**config.mk**
```make
export PLATFORM = sky130hd
export DESIGN_NAME = axi_r_resp_allocator
export DESIGN_NICKNAME = d
export VERILOG_FILES = /design/src/rtl/axi_r_alloc_pkg.sv /design/src/rtl/axi_r_err_fifo.sv /design/src/rtl/axi_r_resp_allocator.sv
export SDC_FILE = /design/constraint.sdc
export NUM_CORES = 1
export LEC_CHECK = 0
export ABC_AREA = 1
export BUFFER_PORTS_ARGS = -buffer_cell sky130_fd_sc_hd__buf_4
export CAP_MARGIN = 20
export CORE_AREA = 2 2 199 201
export DETAILED_ROUTE_END_ITERATION = 12
export DIE_AREA = 0 0 201 203
export PLACE_DENSITY = 0.49
export SLEW_MARGIN = 20
export SYNTH_ARGS = -nofsm -noshare
export SYNTH_HDL_FRONTEND = slang
export SYNTH_SLANG_ARGS = --single-unit
```
**constraint.sdc**
```tcl
create_clock -name clk -period 4.9 [get_ports clk]
set_input_delay 0.98 -clock clk [delete_from_list [all_inputs] [get_ports clk]]
set_output_delay 0.98 -clock clk [all_outputs]
set_load 0.005 [all_outputs]
```
**src/rtl/axi_r_alloc_pkg.sv**
```systemverilog
// ============================================================================
// axi_r_alloc_pkg : shared types and constants for the AXI R-channel allocator
// Revision: 1.0
// ============================================================================
`default_nettype none

package axi_r_alloc_pkg;

  typedef enum logic [1:0] {
    OPERATIVE  = 2'd0,
    WAIT_DRAIN = 2'd1,
    ERROR      = 2'd2
  } alloc_state_e;

  localparam logic [31:0] DECERR_PATTERN = 32'hDEADBEEF;
  localparam logic [1:0]  RESP_DECERR    = 2'b11;

endpackage

`default_nettype wire

```
**src/rtl/axi_r_err_fifo.sv**
```systemverilog
// ============================================================================
// axi_r_err_fifo : small queue of pending DECERR bursts (caller qualifies push)
// Revision: 1.0
// ============================================================================
`default_nettype none

module axi_r_err_fifo #(
  parameter int DEPTH = 4,
  parameter int WIDTH = 8
) (
  input  logic             clk,
  input  logic             rst_n,
  input  logic             push,
  input  logic             pop,
  input  logic [WIDTH-1:0] wdata,
  output logic [WIDTH-1:0] head,
  output logic             full,
  output logic             empty,
  output logic             last_entry
);

  localparam int PTR_W = (DEPTH > 1) ? $clog2(DEPTH) : 1;
  localparam int CNT_W = $clog2(DEPTH + 1);

  logic [WIDTH-1:0] r_mem [DEPTH];
  logic [PTR_W-1:0] r_wr_ptr;
  logic [PTR_W-1:0] r_rd_ptr;
  logic [CNT_W-1:0] r_count;

  function automatic logic [PTR_W-1:0] ptr_inc(input logic [PTR_W-1:0] p);
    return (p == PTR_W'(DEPTH - 1)) ? '0 : p + 1'b1;
  endfunction

  always_ff @(posedge clk or negedge rst_n) begin
    if (!rst_n) begin
      r_wr_ptr <= '0;
      r_rd_ptr <= '0;
      r_count  <= '0;
      for (int i = 0; i < DEPTH; i++) r_mem[i] <= '0;
    end else begin
      if (push) begin
        r_mem[r_wr_ptr] <= wdata;
        r_wr_ptr        <= ptr_inc(r_wr_ptr);
      end
      if (pop) r_rd_ptr <= ptr_inc(r_rd_ptr);
      case ({push, pop})
        2'b10:   r_count <= r_count + 1'b1;
        2'b01:   r_count <= r_count - 1'b1;
        default: r_count <= r_count;
      endcase
    end
  end

  assign head       = r_mem[r_rd_ptr];
  assign full       = (r_count == CNT_W'(DEPTH));
  assign empty      = (r_count == '0);
  assign last_entry = (r_count == CNT_W'(1));

endmodule

`default_nettype wire

```
**src/rtl/axi_r_resp_allocator.sv**
```systemverilog
// ============================================================================
// axi_r_resp_allocator : burst-locked round-robin R allocator with DECERR queue
// Optional stall counter output under `AXI_R_ALLOC_STALL_CNT_EN. Revision: 1.0
// ============================================================================
`default_nettype none

module axi_r_resp_allocator
  import axi_r_alloc_pkg::*;
#(
  parameter int AXI_USER_W  = 6,
  parameter int N_INIT_PORT = 4,
  parameter int N_TARG_PORT = 7,
  parameter int AXI_DATA_W  = 64,
  parameter int AXI_ID_IN   = 16,
  parameter int AXI_ID_OUT  = AXI_ID_IN + $clog2(N_TARG_PORT),
  parameter int OUTST_W     = 10,
  parameter int ERR_DEPTH   = 4
) (
  input  logic                                    clk,
  input  logic                                    rst_n,
  input  logic [N_INIT_PORT-1:0][AXI_ID_OUT-1:0]  rid_i,
  input  logic [N_INIT_PORT-1:0][AXI_DATA_W-1:0]  rdata_i,
  input  logic [N_INIT_PORT-1:0][1:0]             rresp_i,
  input  logic [N_INIT_PORT-1:0]                  rlast_i,
  input  logic [N_INIT_PORT-1:0][AXI_USER_W-1:0]  ruser_i,
  input  logic [N_INIT_PORT-1:0]                  rvalid_i,
  output logic [N_INIT_PORT-1:0]                  rready_o,
  output logic [AXI_ID_IN-1:0]                    rid_o,
  output logic [AXI_DATA_W-1:0]                   rdata_o,
  output logic [1:0]                              rresp_o,
  output logic                                    rlast_o,
  output logic [AXI_USER_W-1:0]                   ruser_o,
  output logic                                    rvalid_o,
  input  logic                                    rready_i,
  input  logic                                    incr_req_i,
  output logic                                    full_counter_o,
  output logic                                    outstanding_trans_o,
  input  logic                                    error_req_i,
  input  logic [7:0]                              error_len_i,
  input  logic [AXI_USER_W-1:0]                   error_user_i,
  input  logic [AXI_ID_IN-1:0]                    error_id_i,
  output logic                                    error_full_o,
  output logic                                    error_gnt_o
`ifdef AXI_R_ALLOC_STALL_CNT_EN
  ,
  output logic [31:0]                             stall_cnt_o
`endif
);

  localparam int SEL_W = (N_INIT_PORT > 1) ? $clog2(N_INIT_PORT) : 1;

  typedef struct packed {
    logic [AXI_ID_IN-1:0]  id;
    logic [AXI_USER_W-1:0] user;
    logic [7:0]            len;
  } err_entry_t;

  alloc_state_e     r_state, w_state_nxt;
  logic [SEL_W-1:0] w_grant, r_lock_idx;
  logic             r_lock;
  logic [OUTST_W-1:0] r_outst;
  logic [7:0]       r_beat;
  err_entry_t       w_err_in, w_err_head;
  logic             w_err_empty, w_err_last_entry, w_err_push, w_err_pop;
  logic             w_route_en, w_gvalid, w_r_hs, w_r_last_hs, w_e_hs, w_e_last_hs;
  logic             w_unused;

  // Only the low AXI_ID_IN bits of each input ID are forwarded.
  assign w_unused = &{1'b0, rid_i};

  generate
    if (N_INIT_PORT > 1) begin : g_rr
      logic [SEL_W-1:0] r_ptr;
      logic [SEL_W-1:0] w_rr_sel;

      // Descending scan so the first valid port at or after r_ptr wins.
      always_comb begin
        int idx;
        w_rr_sel = r_ptr;
        for (int k = N_INIT_PORT - 1; k >= 0; k--) begin
          idx = int'(r_ptr) + k;
          if (idx >= N_INIT_PORT) idx = idx - N_INIT_PORT;
          if (rvalid_i[idx]) w_rr_sel = SEL_W'(idx);
        end
      end

      assign w_grant = r_lock ? r_lock_idx : w_rr_sel;

      always_ff @(posedge clk or negedge rst_n) begin
        if (!rst_n) r_ptr <= '0;
        else if (w_r_last_hs)
          r_ptr <= (w_grant == SEL_W'(N_INIT_PORT - 1)) ? '0 : w_grant + 1'b1;
      end
    end else begin : g_direct
      assign w_grant = '0;
    end
  endgenerate

  assign w_route_en  = (r_state != ERROR);
  assign w_gvalid    = rvalid_i[w_grant];
  assign w_r_hs      = w_route_en && w_gvalid && rready_i;
  assign w_r_last_hs = w_r_hs && rlast_i[w_grant];

  assign w_e_hs      = (r_state == ERROR) && rready_i;
  assign w_e_last_hs = w_e_hs && (r_beat == w_err_head.len);
  assign w_err_pop   = w_e_last_hs;
  assign w_err_push  = error_req_i && (!error_full_o || w_err_pop);

  always_comb begin
    w_err_in      = '0;
    w_err_in.id   = error_id_i;
    w_err_in.user = error_user_i;
    w_err_in.len  = error_len_i;
  end

  axi_r_err_fifo #(
    .DEPTH (ERR_DEPTH),
    .WIDTH ($bits(err_entry_t))
  ) u_err_fifo (
    .clk        (clk),
    .rst_n      (rst_n),
    .push       (w_err_push),
    .pop        (w_err_pop),
    .wdata      (w_err_in),
    .head       (w_err_head),
    .full       (error_full_o),
    .empty      (w_err_empty),
    .last_entry (w_err_last_entry)
  );

  always_ff @(posedge clk or negedge rst_n) begin
    if (!rst_n) begin
      r_state    <= OPERATIVE;
      r_lock     <= 1'b0;
      r_lock_idx <= '0;
      r_outst    <= '0;
      r_beat     <= '0;
    end else begin
      r_state <= w_state_nxt;
      if (w_r_hs) begin
        r_lock     <= !rlast_i[w_grant];
        r_lock_idx <= w_grant;
      end
      case ({incr_req_i, w_r_last_hs})
        2'b10:   if (!(&r_outst)) r_outst <= r_outst + 1'b1;
        2'b01:   if (|r_outst)    r_outst <= r_outst - 1'b1;
        default: r_outst <= r_outst;
      endcase
      if (w_e_last_hs) r_beat <= '0;
      else if (w_e_hs) r_beat <= r_beat + 8'd1;
    end
  end

  always_comb begin
    w_state_nxt = r_state;
    case (r_state)
      OPERATIVE:  if (!w_err_empty) w_state_nxt = WAIT_DRAIN;
      WAIT_DRAIN: if ((r_outst == '0) && !r_lock && !w_gvalid) w_state_nxt = ERROR;
      ERROR:
        if (w_e_last_hs)
          w_state_nxt = (!w_err_last_entry || w_err_push) ? WAIT_DRAIN : OPERATIVE;
      default:    w_state_nxt = OPERATIVE;
    endcase
  end

  always_comb begin
    rready_o = '0;
    rvalid_o = 1'b0;
    rid_o    = '0;
    rdata_o  = '0;
    rresp_o  = '0;
    rlast_o  = 1'b0;
    ruser_o  = '0;
    if (w_route_en && rready_i) rready_o[w_grant] = w_gvalid;
    if (r_state == ERROR) begin
      rvalid_o = 1'b1;
      rid_o    = w_err_head.id;
      ruser_o  = w_err_head.user;
      rresp_o  = RESP_DECERR;
      rdata_o  = {(AXI_DATA_W / 32){DECERR_PATTERN}};
      rlast_o  = (r_beat == w_err_head.len);
    end else if (w_gvalid) begin
      rvalid_o = 1'b1;
      rid_o    = rid_i[w_grant][AXI_ID_IN-1:0];
      ruser_o  = ruser_i[w_grant];
      rresp_o  = rresp_i[w_grant];
      rdata_o  = rdata_i[w_grant];
      rlast_o  = rlast_i[w_grant];
    end
  end

  assign error_gnt_o         = w_e_last_hs;
  assign full_counter_o      = &r_outst;
  assign outstanding_trans_o = |r_outst;

`ifdef AXI_R_ALLOC_STALL_CNT_EN
  logic [31:0] r_stall;
  always_ff @(posedge clk or negedge rst_n) begin
    if (!rst_n) r_stall <= '0;
    else if (rvalid_o && !rready_i && !(&r_stall)) r_stall <= r_stall + 32'd1;
  end
  assign stall_cnt_o = r_stall;
`endif

endmodule

`default_nettype wire

```
==> results of run 1 <==
-- worst reg2reg max path, delay by kind of cell (launching register included) --
family	cells	cell delay, ns
buf+inv	6	0.60
compound gates	5	0.83
simple gates	19	1.79
flops	1	0.54
fa+ha+maj	1	0.29
-- routing by layer --
layer	share of wire	vias up	wire [µm]
li1	-	6130	-
met1	0.42	6002	21300
met2	0.50	400	25200
met3	0.049	45	2450
met4	0.024	2	1220
met5	0.00026	-	13
-- cells by family (layout without fill, tap and decap cells) --
logic type	after synthesis	count (layout)	synth area share
AOI/OAI and AO/OA	575	575	0.303
and+or+nand+nor	573	573	0.219
other	0	9	0
DFF	152	152	0.354
xor gates and xnor gates	19	19	0.0155
adders and majority gates	24	24	0.0287
buffers and inverters	205	644	0.0803
-- flip-flops by register name (all words and copies together) (netlist names) --
| register | flops |
|---|---|
| g_rr.r_ptr | 2 |
| u_err_fifo.r_count | 3 |
| r_state | 2 |
| u_err_fifo.r_rd_ptr | 2 |
| r_lock | 1 |
| u_err_fifo.r_mem | 120 |
| r_outst | 10 |
| r_beat | 8 |
| r_lock_idx | 2 |
| u_err_fifo.r_wr_ptr | 2 |
-- cells in the final DEF (no fill, tap or decap), types with 38 or more instances in the layout --
cell / instances
sky130_fd_sc_hd__buf_4: 522
sky130_fd_sc_hd__o21ai_0: 325
sky130_fd_sc_hd__nor2_1: 282
sky130_fd_sc_hd__nand2_1: 217
sky130_fd_sc_hd__dfrtp_1: 151
sky130_fd_sc_hd__inv_1: 77
sky130_fd_sc_hd__a31oi_1: 52
sky130_fd_sc_hd__o21bai_1: 50
sky130_fd_sc_hd__o22ai_1: 46
sky130_fd_sc_hd__o21ai_1: 38
-- per-stage QoR --
| stage | total power [mW] | hold WS, ns | std cells | setup slack, ns |
|---|---|---|---|---|
| final | 12.0 | 0.480 | 2514 | 0.390 |
| after global routing | 13.0 | 0.504 | 2514 | 0.0768 |
| after CTS | 12.1 | 0.485 | 2505 | 0.410 |
| after detailed placement | 10.7 | 0.468 | 2473 | 0.341 |
| after global placement | 10.7 | 0.461 | 2473 | 0.356 |
| after floorplan | 6.99 | 0.446 | 1548 | 0.807 |
-- power by group through the flow --
stage               combinational [mW]  clock, mW  sequential (mW)
CTS                               8.56       1.39             2.19
floorplan                         4.90          0             2.09
finish                            8.45       1.37             2.20
global route                      9.30       1.45             2.28
detailed placement                8.53          0             2.21
global placement                  8.48          0             2.20
-- how the worst max path moves through the flow --
stage | endpoint | slack (ns)
floorplan | r_outst[9] | 0.81
global placement | r_outst[9] | 0.36
detailed placement | r_outst[9] | 0.34
CTS | rdata_o[0] | 0.41
global route | rdata_o[0] | 0.08
finish | rid_o[0] | 0.39
-- final cells by class --
class / count / area, µm²
fill: 4058 / 23000
multi-input combinational: 1191 / 6100
timing repair buffer: 526 / 3990
sequential: 152 / 3800
tap: 518 / 648
clock buffer: 18 / 429
inverter: 86 / 328
clock inverter: 14 / 173
antenna: 9 / 22.5
==> qor.csv, run 1 <==
stage,metric,value,unit
sta,RSZ-0062 raised after global routing,false,
critical_path,largest fanout of any net on the critical path,124,
critical_path,Worst setup EP type,primary output,
detailed_routing,aggregate routed wire length,50200,µm
critical_path,start point of the critical path,g_rr.r_ptr[0],
power_and_ir_drop,leakage,7.57,nW
global_route,largest net degree at the start of global routing,125,
critical_path,type of element launching the critical path,register,
status,outcome,finished clean,
sta,Layout Skew,0.0156,ns
critical_path,worst path required time,3.92,ns
global_route,met1 track demand over resource in global routing,0.300,
placed_design,post-detail-place hpwl,37400,µm
critical_path,delay of the slowest critical-path stage,0.54,ns
placed_design,# port buffers,492,
critical_path,stages on the worst setup path,15,
critical_path,start-to-end type of the worst setup path,reg2out,
flow_run,Max-cap violations,0,
global_route,via count of the first global-routing pass,11900,
power_and_ir_drop,power share of the clock group,0.114,
yosys,Mean Syn Cell Area,6.94,µm²
global_route,Congestion Overflow GR,0,
global_route,global-route wire length before repair,74600,µm
final_layout,area of all placed cells without fillers,0.0155,mm²
final_layout,final net count,2405,
sta,worst-margin pin slew,1.01,ns
floorplan,height of the die,203,µm
min_path,"Endpoint, Worst Hold",u_err_fifo.r_mem[80],
yosys,cell types occupying the most area after synthesis,"sky130_fd_sc_hd__dfrtp_1, sky130_fd_sc_hd__o21ai_0, sky130_fd_sc_hd__nor2_1",
yosys,main flop type after synthesis,sky130_fd_sc_hd__dfrtp_1,
global_route,met3 Resource Use GR,0.0377,
global_route,busiest metal layer after global routing,met2,
yosys,"Seq/Total Area, Yosys",0.354,
critical_path,"Top cell by count, worst path",sky130_fd_sc_hd__nand2_1,
yosys,number of nets in the synthesized netlist,1979,
floorplan,Boundary Pins,505,
floorplan,total die area,0.0408,mm²
global_route,GR Layer Usage met2,0.410,
sta,min Tclk post-route,4.51,ns
sta,share of the clock period used by the worst path after layout,0.920,
yosys,post-synthesis instance total,1548,
yosys,number of enable-type register cells in the synthesized netlist,0,
power_and_ir_drop,sw power,6.02,mW
sta,summed negative setup slack over all endpoints,0,ns
detailed_routing,number of antenna-violating nets in the routed design,0,
sta,"Setup violations, final",0,
clocking,Worst-Skew Late Latency,0.43,ns
global_route,All-Layer GR Usage,0.237,
detailed_routing,Via density,5.00,
detailed_routing,initial DRC count,808,
power_and_ir_drop,Internal Pwr Total,5.99,mW
floorplan,number of rows in the core area,72,
sta,Final Hold Viols,0,
yosys,most used standard cells in the synthesized netlist,"sky130_fd_sc_hd__o21ai_0, sky130_fd_sc_hd__nor2_1, sky130_fd_sc_hd__nand2_1",
sta,Max Clk Rate,222,MHz
floorplan,width of the die,201,µm
yosys,total of flip-flops plus latches after synthesis,152,
clocking,TritonCTS clock tree,yes,
detailed_routing,DRC viols,0,
clocking,maximum level of the CTS H-tree,4,
clocking,CTS Root Buffer Type,sky130_fd_sc_hd__clkbuf_16,
clocking,number of instances resized during post-cts repair,0,
yosys,Yosys top cell by area,sky130_fd_sc_hd__dfrtp_1,
sta,Slew headroom,0.328,
critical_path,buffers and inverters on the worst path,3,
power_and_ir_drop,Pwr per Cell Area,775,mW/mm²
clocking,largest buffer count on any clock path,2,
detailed_routing,number of iterations in the first detailed-routing pass,6,
min_path,worst min-delay path category,reg2reg,
clocking,clk slew on worst S/H paths,0.07,ns
min_path,start point of the worst min-delay path,u_err_fifo.r_mem[80],
global_route,antenna violations before repair,11,
critical_path,critical path's slowest cell,sky130_fd_sc_hd__dfrtp_1,
yosys,top cell type's share of synthesized area,0.354,
yosys,most common cell in the netlist,sky130_fd_sc_hd__o21ai_0,
clocking,clock tree sinks,152,
floorplan,floorplan core area,0.0385,mm²
final_layout,Layout Utilization,0.403,
yosys,fraction of registers with async set/reset,1.00,
detailed_routing,via total after detailed routing,12600,
yosys,number of library cell types mapped by synthesis,39,
floorplan,initial cell density of the core,0.279,
power_and_ir_drop,part of the power in registers,0.183,
placed_design,RePlAce Congestion,0.952,
final_layout,post-synthesis to final-layout area growth,44.3,%
sta,count of final max-slew check failures,0,
critical_path,arrival time worst endpoint,3.53,ns
critical_path,endpoint of the worst-slack reg-to-reg timing path,r_outst[9],
min_path,Hold Path Stages,2,
critical_path,worst reg2reg setup slack,0.76,ns
power_and_ir_drop,VDD IR-drop max,0.357,mV
clocking,number of buffers inserted by post-CTS setup repair,0,
critical_path,cell class contributing the biggest share of worst-path delay,compound AO/OA/AOI/OAI gates,
yosys,Netlist Area Pre-Place,0.0107,mm²
final_layout,share of cells above drive strength 1,0.302,
power_and_ir_drop,fraction of power spent switching nets,0.501,
critical_path,depth of the most critical reg-to-reg path,31,
clocking,cts hold-fix bufs,0,
placed_design,post-detailed-placement cell area,0.0149,mm²
clocking,total CTS buffers,17,
critical_path,ordered list of cells on the worst path,"inv_1, nand2_1, nand2_1, nand2_1, nand3_1, nand3_1, nand2_1, nand2_1, nand2_1, nand2_4, buf_12, o21ai_0, o22ai_1, a22o_1, buf_4",
detailed_routing,routed wirelength normalized by instance count,20.0,µm
critical_path,r2r startpoint,g_rr.r_ptr[0],
yosys,"Warnings, synthesis",0,
power_and_ir_drop,proportion of power drawn by combinational gates,0.703,
(Power assumes the default switching activity.)
==> inputs of run 2 (changes only) <==
ABC_AREA = 0   (was 1)
CORE_AREA = 2 2 195 197   (was 2 2 199 201)
DIE_AREA = 0 0 197 199   (was 0 0 201 203)
PLACE_DENSITY = 0.52   (was 0.49)
==> run 2 against run 1 <==
  * Maximum frequency increased by 1.2%
  * Largest cell class unchanged
  * Critical path type is now in2out
  * Cell area increased by 1.8%
  * Largest power group unchanged
  * Core utilization increased by 2.2 points
  * Non-clock buffer count decreased by 11
==> qor.csv, run 2 <==
stage,metric,value,unit,change
floorplan,Boundary Pins,505,,unchanged
sta,Layout Skew,0.00989,ns,-0.00574 ns
power_and_ir_drop,leakage,7.46,nW,-1.4%
detailed_routing,routed wirelength normalized by instance count,20.2,µm,+1.3%
yosys,top cell type's share of synthesized area,0.346,,-0.00791
global_route,All-Layer GR Usage,0.196,,-0.0414
final_layout,"leading cell type in the layout, fill and taps excluded",sky130_fd_sc_hd__buf_4,,
min_path,worst min-delay path category,reg2reg,,
power_and_ir_drop,Pwr per Cell Area,638,mW/mm²,-18%
power_and_ir_drop,fraction of power spent switching nets,0.400,,-0.101
clocking,CTS Root Buffer Type,sky130_fd_sc_hd__clkbuf_16,,
final_layout,most frequent cells in the layout,"sky130_fd_sc_hd__buf_4, sky130_fd_sc_hd__nand2_1, sky130_fd_sc_hd__mux2i_1, sky130_fd_sc_hd__dfrtp_1, sky130_fd_sc_hd__mux2_1",,
yosys,fraction of registers with async set/reset,1.00,,unchanged
global_route,via count of the first global-routing pass,9759,,-18%
detailed_routing,initial DRC count,406,,-50%
power_and_ir_drop,VDD IR-drop max,0.595,mV,+66%
power_and_ir_drop,post-layout power,10.1,mW,-16%
global_route,largest net degree at the start of global routing,115,,-8.0%
yosys,Mean Syn Cell Area,10.6,µm²,+52%
critical_path,endpoint of the worst-slack reg-to-reg timing path,r_outst[8],,
sta,Worst Slack Setup Final,0.445,ns,+0.0542 ns
sta,Slew headroom,0.359,,+0.0312
min_path,start point of the worst min-delay path,u_err_fifo.r_mem[3],,
yosys,Netlist Area Pre-Place,0.0110,mm²,+2.3%
critical_path,worst reg2reg setup slack,0.99,ns,+0.23 ns
detailed_routing,number of iterations in the first detailed-routing pass,5,,-1
floorplan,initial cell density of the core,0.296,,+0.0166
placed_design,pre-CTS worst setup slack,0.411,ns,+0.0699 ns
sta,worst hold slack,0.484,ns,+0.00338 ns
yosys,number of library cell types mapped by synthesis,55,,+41%
floorplan,number of rows in the core area,71,,-1.4%
global_route,Congestion Overflow GR,0,,unchanged
clocking,number of buffers inserted by post-CTS setup repair,0,,unchanged
yosys,"Seq/Total Area, Yosys",0.346,,-0.00791
final_layout,final net count,1924,,-20%
final_layout,post-synthesis to final-layout area growth,43.6,%,
critical_path,start-to-end type of the worst setup path,in2out,,
clocking,TritonCTS clock tree,yes,,
sta,share of the clock period used by the worst path after layout,0.909,,-0.0111
min_path,Hold Path Stages,1,,-1
placed_design,Placed Cells,1948,,-21%
clocking,cts hold-fix bufs,0,,unchanged
clocking,clock tree sinks,152,,unchanged
global_route,antenna violations before repair,7,,-4
yosys,cell types occupying the most area after synthesis,"sky130_fd_sc_hd__dfrtp_1, sky130_fd_sc_hd__mux2i_1, sky130_fd_sc_hd__mux2_1",,
yosys,"Warnings, synthesis",0,,unchanged
placed_design,RePlAce Congestion,0.858,,-9.9%
final_layout,share of cells above drive strength 1,0.430,,+0.128
sta,RSZ-0062 raised after global routing,false,,
critical_path,largest fanout of any net on the critical path,114,,-8.1%
detailed_routing,number of antenna-violating nets in the routed design,0,,unchanged
sta,count of final max-slew check failures,0,,unchanged
flow_run,Max-cap violations,0,,unchanged
power_and_ir_drop,proportion of power drawn by combinational gates,0.651,,-0.052
detailed_routing,Via density,4.98,,-0.42%
critical_path,type of element launching the critical path,input port,,
yosys,total of flip-flops plus latches after synthesis,152,,unchanged
critical_path,depth of the most critical reg-to-reg path,16,,-48%
floorplan,floorplan core area,0.0371,mm²,-3.5%
detailed_routing,aggregate routed wire length,40200,µm,-20%
clocking,Worst-Skew Late Latency,0.43,ns,about the same
floorplan,height of the die,199,µm,-2.0%
detailed_routing,DRC viols,0,,unchanged
placed_design,post-detailed-placement cell area,0.0152,mm²,+2.1%
final_layout,Layout Utilization,0.425,,+0.0219
placed_design,post-detail-place hpwl,30500,µm,-19%
clocking,largest buffer count on any clock path,2,,unchanged
sta,min Tclk post-route,4.46,ns,-0.0542 ns
final_layout,Filler cells,3703,,-8.7%
yosys,post-synthesis instance total,1039,,-33%
sta,Final Hold Viols,0,,unchanged
clocking,maximum level of the CTS H-tree,4,,unchanged
final_layout,registers with the most flip-flops,"u_err_fifo.r_mem (120), r_outst (10), r_beat (8)",,
critical_path,Worst setup EP type,primary output,,
sta,worst-margin pin slew,0.962,ns,-0.0468 ns
critical_path,r2r startpoint,g_rr.r_ptr[1],,
yosys,number of nets in the synthesized netlist,1470,,-26%
min_path,"Endpoint, Worst Hold",u_err_fifo.r_mem[3],,
sta,"Setup violations, final",0,,unchanged
critical_path,arrival time worst endpoint,3.48,ns,-0.05 ns
power_and_ir_drop,power share of the clock group,0.128,,+0.014
power_and_ir_drop,sw power,4.02,mW,-33%
final_layout,largest register by flop count,u_err_fifo.r_mem,,
placed_design,# port buffers,492,,unchanged
clocking,total CTS buffers,17,,unchanged
final_layout,Largest register FFs,120,,unchanged
yosys,most common cell in the netlist,sky130_fd_sc_hd__nand2_1,,
yosys,main flop type after synthesis,sky130_fd_sc_hd__dfrtp_1,,
floorplan,width of the die,197,µm,-2.0%
sta,Max Clk Rate,224,MHz,+1.2%
power_and_ir_drop,Internal Pwr Total,6.03,mW,+0.75%
clocking,number of instances resized during post-cts repair,0,,unchanged
critical_path,worst path required time,3.92,ns,about the same
clocking,clk slew on worst S/H paths,0.06,ns,about the same
sta,summed negative setup slack over all endpoints,0,ns,unchanged
yosys,most used standard cells in the synthesized netlist,"sky130_fd_sc_hd__nand2_1, sky130_fd_sc_hd__mux2i_1, sky130_fd_sc_hd__dfrtp_1",,
global_route,global-route wire length before repair,58400,µm,-22%
final_layout,area of all placed cells without fillers,0.0158,mm²,+1.8%
detailed_routing,via total after detailed routing,9895,,-21%
yosys,Yosys top cell by area,sky130_fd_sc_hd__dfrtp_1,,
yosys,number of enable-type register cells in the synthesized netlist,0,,unchanged
floorplan,total die area,0.0392,mm²,-3.9%
power_and_ir_drop,part of the power in registers,0.221,,+0.038
final_layout,"number of standard cells in the layout, taps in and fillers out",1986,,-21%
status,outcome,finished clean,,
[run 2: layout make-up]
type,count,area (µm²),area share
Inverter,14,53.8,0.00341
Multi-Input combinational cell,793,6810,0.432
Sequential cell,152,3800,0.241
Tap cell,474,593,0.0376
Clock buffer,20,467,0.0296
Clock inverter,12,118,0.00746
Timing Repair Buffer,515,3910,0.248
Antenna cell,6,15.0,0.000952
[run 2: worst max path at each step]
stage | startpoint | endpoint | slack, ns | cells past startpoint
floorplan | rvalid_i[1] | r_outst[8] | 0.29 | 15
global placement | rvalid_i[2] | r_outst[9] | 0.47 | 16
detailed placement | rvalid_i[2] | r_outst[9] | 0.41 | 16
CTS | rvalid_i[0] | rid_o[4] | 0.49 | 10
global route | rvalid_i[1] | rid_o[2] | 0.31 | 10
finish | rvalid_i[0] | rid_o[4] | 0.44 | 10
[run 2: power by group through the flow]
stage | Clock [mW] | Combinational (mW) | Sequential, mW
after global placement | 0 | 6.58 | 2.22
after floorplan | 0 | 4.10 | 2.11
final | 1.29 | 6.54 | 2.22
after CTS | 1.33 | 6.65 | 2.23
after detailed placement | 0 | 6.63 | 2.25
after global routing | 1.38 | 7.08 | 2.30
[run 2: worst max-delay path, stage by stage]
cell	delay, ns
sky130_fd_sc_hd__buf_4	0.13
sky130_fd_sc_hd__nor3b_1	0.26
sky130_fd_sc_hd__a2111oi_1	0.09
sky130_fd_sc_hd__buf_4	0.17
sky130_fd_sc_hd__nor2_4	0.22
sky130_fd_sc_hd__buf_12	0.50
sky130_fd_sc_hd__mux2i_1	0.29
sky130_fd_sc_hd__nand2_1	0.12
sky130_fd_sc_hd__a32o_1	0.32
sky130_fd_sc_hd__buf_4	0.13
[run 2: per-layer routing]
layer	global-route usage	share of wire
met5	0	0.00022
met4	0.0752	0.020
met3	0.0381	0.048
met2	0.347	0.52
met1	0.233	0.41
[run 2: cells by family (layout without fill, tap and decap cells)]
family	Yosys count	count (layout)	share of synthesized area
AOI/OAI and AO/OA	122	122	0.0928
xor gates and xnor gates	25	25	0.0199
adders and majority gates	24	24	0.0280
buffers and inverters	94	561	0.0368
DFF	152	152	0.346
muxes	346	346	0.366
other	0	6	0
and+or+nand+nor	276	276	0.110
